**src/rtl/outer_out_serializer.sv**
```systemverilog
// outer_out_serializer: buffers 64-bit words in a FIFO and streams them out as OUT_W-bit chunks.
// Define OUTER_OUT_SER_MSB_FIRST_EN to send the most significant chunk first (default: LSB first).
module outer_out_serializer #(
    parameter int OUT_W = 16,
    parameter int DEPTH = 2
) (
    input  logic             clk,
    input  logic             rst,
    input  logic [63:0]      in,
    input  logic             in_isReady,
    output logic             in_canReceive,
    output logic [OUT_W-1:0] out,
    output logic             out_isReady,
    input  logic             out_canReceive,
    output logic             out_isFirst,
    output logic             busy
);
    localparam int N  = 64 / OUT_W;
    localparam int KW = N > 1 ? $clog2(N) : 1;
    localparam int AW = $clog2(DEPTH);

    logic [63:0]   mem [DEPTH];
    logic [AW-1:0] rd, wr;
    logic [AW:0]   count;
    logic [63:0]   sr, shifted;
    logic [KW-1:0] k;
    logic [6:0]    sh;
    logic          v, live, push, xfer, last, need, pop, bypass, wen;

    // live keeps in_canReceive low until the first edge after reset release
    assign in_canReceive = live & (count != (AW+1)'(DEPTH));
    assign push          = in_isReady & in_canReceive;
    assign xfer          = v & out_canReceive;
    assign last          = k == KW'(N - 1);
    assign need          = ~v | (xfer & last);
    assign pop           = need & (count != '0);
    assign bypass        = need & (count == '0) & push;
    assign wen           = push & ~bypass;

`ifdef OUTER_OUT_SER_MSB_FIRST_EN
    assign sh = 7'(64 - OUT_W) - 7'(OUT_W) * 7'(k);
`else
    assign sh = 7'(OUT_W) * 7'(k);
`endif
    assign shifted     = sr >> sh;
    assign out         = shifted[OUT_W-1:0];
    assign out_isReady = v;
    assign out_isFirst = v & (k == '0);
    assign busy        = v | (count != '0);

    always_ff @(posedge clk)
        if (wen) mem[wr] <= in;

    always_ff @(posedge clk or negedge rst) begin
        if (!rst) begin
            live  <= 1'b0;
            rd    <= '0;
            wr    <= '0;
            count <= '0;
            sr    <= '0;
            v     <= 1'b0;
            k     <= '0;
        end else begin
            live  <= 1'b1;
            count <= count + (AW+1)'(wen) - (AW+1)'(pop);
            if (wen) wr <= wr + 1'b1;
            if (pop) rd <= rd + 1'b1;
            if (xfer) k <= last ? '0 : k + 1'b1;
            if (need) begin
                v <= pop | bypass;
                if (pop) sr <= mem[rd];
                else if (bypass) sr <= in;
            end
        end
    end
endmodule
```
**config.mk**
```make
export PLATFORM = sky130hd
export DESIGN_NAME = outer_out_serializer
export DESIGN_NICKNAME = d
export VERILOG_FILES = /design/src/rtl/outer_out_serializer.sv
export SDC_FILE = /design/constraint.sdc
export NUM_CORES = 1
export LEC_CHECK = 0
export CORE_ASPECT_RATIO = 0.9
export CORE_MARGIN = 2
export CORE_UTILIZATION = 40
export DETAILED_ROUTE_END_ITERATION = 10
export PLACE_DENSITY = 0.73
export SYNTH_ARGS = -nofsm -noshare
export SYNTH_HDL_FRONTEND = slang
export SYNTH_SLANG_ARGS = --single-unit
```
**constraint.sdc**
```tcl
create_clock -name clk -period 6.2 [get_ports clk]
set_input_delay 1.24 -clock clk [delete_from_list [all_inputs] [get_ports clk]]
set_output_delay 1.24 -clock clk [all_outputs]
set_load 0.02 [all_outputs]
```
**Word-level counts from Yosys, hierarchy flattened**

Memory sizes are Yosys's and may differ from the RTL's.
Cells that the tools add are included.

- Register bits: 72
- Bits in latches: 0
- RAM bits: 128
- Memory bits (read-only): 0
- Word-level logic and storage cells: 40
- Memories: 1

Memory list:

| name | depth | width | rd ports | clocked after memory_dff | wr ports | line | RTL |
|---|---|---|---|---|---|---|---|
| mem | 2 | 64 | 1 | 0 | 1 | 22 | `logic [63:0] mem [DEPTH];` |

- $add $sub $neg: 5
- $mul: 0
- Div/mod/pow operators: 0
- $lt $le $gt $ge: 0
- Equal/unequal tests: 2
- Shift operators: 1
- Mux-type cells: 5
- Bitwise logic cells: 14
- Reductions and logical operators: 5

Operator list:

| operator | count |
|---|---|
| $mux 64 | 2 |
| $shr 64x6->16 | 1 |
| $and 1x1->1 | 9 |
| $logic_not 2->1 | 2 |
| $reduce_bool 2->1 | 2 |
| $or 1x1->1 | 3 |
| $add 1x1->1 const B | 2 |
| $add 2x1->2 | 1 |
| $add 2x1->2 const B | 1 |
| $eq 2x2->1 const B | 1 |
| $mux 1 | 2 |
| $mux 2 | 1 |
| $ne 2x2->1 const B | 1 |
| $not 1->1 | 2 |
| $reduce_and 2->1 | 1 |
| $sub 2x1->2 | 1 |

**Logic depth before layout (Yosys ltp)**

- Word-level depth: 9
- Mapped depth: 9
- Gate-level depth less buffers: 9

**Least setup slack after synthesis**

OpenSTA, ideal clock, no wires.

- Path kind: in2reg
- Start point: input port out_canReceive
- End point: memory mem[1][0] (enable)
- Library setup time: 0.578 ns
- Arrival: 6.403 ns
- Setup slack: -0.781 ns
- Stages on the path: 3
- Cells stage by stage: a21boi_1 > a21oi_1 > nor3b_1

- Word-level cells in the longest chain between the ends: 9

Ends and longest elaborated chain:

| item | line | RTL |
|---|---|---|
| start, declared | 14 | `input logic out_canReceive,` |
| $and 1x1->1 | 33 | `assign xfer = v & out_canReceive;` |
| $and 1x1->1 | 35 | `assign need = ~v \| (xfer & last);` |
| $or 1x1->1 | 35 |  |
| $and 1x1->1 (2 in a row) | 37 | `assign bypass = need & (count == '0) & push;` |
| $not 1->1 | 38 | `assign wen = push & ~bypass;` |
| $and 1x1->1 | 38 |  |
| $mux 1 | 52 | `if (wen) mem[wr] <= in;` |
| $mux 1 (implied by the code) | 52 |  |
| end, declared | 22 |  |

Every way passes these cells.

**Worst setup path after layout**

- Start point: register k[0]
- End point: output port out[3]

- Word-level cells in the longest chain between the ends: 1

Ends and longest elaborated chain:

| item | line | RTL |
|---|---|---|
| start, declared | 26 | `logic [KW-1:0] k;` |
| start signal, assigned | 68 | `if (xfer) k <= last ? '0 : k + 1'b1;` |
| $shr 64x6->16 | 45 | `assign shifted = sr >> sh;` |
| end, declared | 12 | `output logic [OUT_W-1:0] out,` |

Every way passes these cells.

==> run_results.csv <==
group,metric,value,unit
run_status,status,"complete, no violations",
min_path,min_path_type,"reg2reg",
finish,fin_area,0.0103,mm2
global_routing,gr-usage-all-layers,0.166,
global_routing,grt_pass1_vias,4877,
synth,synth_top_family_by_area,"compound AO/OA/AOI/OAI gates",
synth,yosys.area_share.simple,0.00962,
route,wirelength,18.1,mm
finish,syn2layout_area_growth,19.8,%
min_path,holdPathStages,1,
route,viasPerCell,5.47,
synth,synth_adder_area_share,0.00583,
sta,relSlewSlack,0.227,
placement,dp_hpwl,11.5,mm
floorplanning,chipWidth,158,um
clock_tree,holdBufCountCts,0,
placement,portBuffers,87,
clock_tree,clkSinkCount,200,
power_and_ir_drop,peakVddDrop,210,uV
sta,hold_viol_final,0,
synth,syn_area_per_cell,17.8,um2
clock_tree,clockBufferDepth,2,
route,dr.pass1.iters,4,
synth,synth.area.mux_share,0.127,
setup_path,worstSetupStartpointType,"flip-flop",
sta,final.min_clock_period,3910,ps
global_routing,grt_pass1_wl,28.1,mm
clock_tree,ctsRootBufferMaster,"clkbuf_16",
sta,tightest_slew,1160,ps
synth,ys_seq_area_frac,0.658,
route,dr_total_vias,4696,
floorplanning,dieHeight,143,um
global_routing,overflow,0,
synth,synth-edff-count,128,
finish,nets,629,
synth,ys_ff_latch,200,
sta,post-route-period-util,0.631,
finish,layout_commonest_cell,"edfxtp_1",
synth,synth-xor-area-share,0.00306,
clock_tree,cts_made_buffers,17,
sta,maxSlewViolCount,0,
synth,mappedNetlistArea,0.00859,mm2
clock_tree,tritoncts,"yes",
sta,skew,10.9,ps
floorplanning,core,0.0210,mm2
setup_path,reg2reg_depth,6,
run,max-cap-violations,0,
clock_tree,path_clk_slew,70,ps
synth,syn_nets,553,
clock_tree,post_cts_buffers,0,
clock_tree,cts_resized,0,
global_routing,antenna_found_initial,3,
synth,synthFlopType,"edfxtp_1",
placement,gp_congestion,0.753,
floorplanning,die-area,0.0227,mm2
setup_path,cp.required,4960,ps
clock_tree,htreeDepth,4,
synth,synthCells,481,
sta,tns,0,ps
floorplanning,io_pins,88,
setup_path,cp_max_fo,12,
setup_path,cp-end-kind,"output port",
sta,setup_violations,0,
route,drc,0,
finish,final_cell_mix,"128 x edfxtp_1, 86 x clkdlybuf4s50_1, 71 x dfrtp_1",
sta,rsz0062_at_grt,"no",
floorplanning,rows,50,
placement,place_ws,1940,ps
power_and_ir_drop,power_density,498,mW/mm2
setup_path,crit_type,"reg2out",
sta,setup_ws,2290,ps
finish,drive_above_1_share,0.246,
finish,nFillCells,1731,
power_and_ir_drop,leakage,3.51,nW
synth,async_flop_share,0.360,
setup_path,crit_arrival,2670,ps
synth,synth-compound-area-share,0.164,
floorplanning,initial_core_util,0.410,
synth,yosysWarnings,0,
placement,placed_cell_area,0.00965,mm2
global_routing,grt_max_degree,73,
route,first_iter_violations,332,
route,routedWlPerCell,21.1,um
sta,fmax,0.256,GHz
synth,ys_types,39,
clock_tree,clk_latency,430,ps
route,antenna_left,0,
==> per-stage QoR <==
step	util	hold slack [ps]	instances	power (mW)
floorplan	-	466	481	3.44
global placement	0.461	478	824	3.96
detailed placement	0.461	496	824	4.02
CTS	0.490	512	856	5.17
global route	0.490	534	856	5.36
finish	0.491	507	858	5.12
==> path summary, 6_finish.rpt <==
kind,slack (ps),to,from
min reg2reg,510,sr[11],sr[11]
max,2290,out[3],k[0]
max reg2reg,2450,mem[1][63],k[0]
min,510,sr[11],sr[11]
min in group asynchronous,950,sr[36],rst
max in group asynchronous,4600,rd,rst
==> flip-flops by register name, summed over array words and instances (netlist names) <==
register / cells
count: 2
wr: 1
live: 1
out_isReady: 1
rd: 1
k: 2
sr: 64
mem: 128
==> synth_stat cells (2+ instances only) <==
master | n | area share
mux2_1 | 51 | 0.067
a2bb2oi_2 | 60 | 0.10
buf_2 | 17 | 0.0099
nand3_1 | 2 | 0.0012
o22ai_1 | 64 | 0.047
a2bb2oi_1 | 3 | 0.0031
nor2_1 | 2 | 0.00087
inv_1 | 4 | 0.0017
clkbuf_1 | 7 | 0.0031
edfxtp_1 | 128 | 0.45
buf_4 | 7 | 0.0061
dfrtp_1 | 72 | 0.21
buf_8 | 6 | 0.010
ha_1 | 4 | 0.0058
mux2_2 | 14 | 0.018
mux4_2 | 16 | 0.042
xnor2_1 | 2 | 0.0020
==> cell families (layout without fill, tap and decap cells) <==
family                     after synthesis  in the layout
DFF                                    200            200
adders and majority gates                4              4
muxes                                   81             81
xor gates and xnor gates                 3              3
and+or+nand+nor                         14             14
other                                    1              3
buffers and inverters                   42            131
AOI/OAI and AO/OA                      136            136
==> per-layer routing <==
| metal | wire, um | GRT usage |
|---|---|---|
| met1 | 7910 | 0.229 |
| met2 | 8820 | 0.257 |
| met3 | 1130 | 0.0467 |
| met4 | 229 | 0.0493 |
| met5 | 7 | 0 |
==> layout make-up <==
| cell class | instances | area (um2) | share of cell area |
|---|---|---|---|
| Clock buffer | 18 | 450 | 0.0438 |
| Clock inverter | 14 | 173 | 0.0168 |
| Multi-Input combinational cell | 239 | 2710 | 0.263 |
| Antenna cell | 2 | 5.00 | 0.000487 |
| Timing Repair Buffer | 95 | 928 | 0.0903 |
| Inverter | 4 | 15.0 | 0.00146 |
| Tap cell | 286 | 358 | 0.0348 |
| Sequential cell | 200 | 5650 | 0.549 |
==> worst max-delay path: stages (launching register included) <==
cell and delay, ps:
dfrtp_1 790, buf_4 350, mux4_2 550, clkdlybuf4s50_1 560
==> power by group <==
part / internal (mW) / switching [mW]
clock network: 0.637 / 0.510
logic: 1.02 / 0.923
registers: 1.77 / 0.263
total: 3.43 / 1.70
No activity file was read; power rests on OpenSTA's default activity.
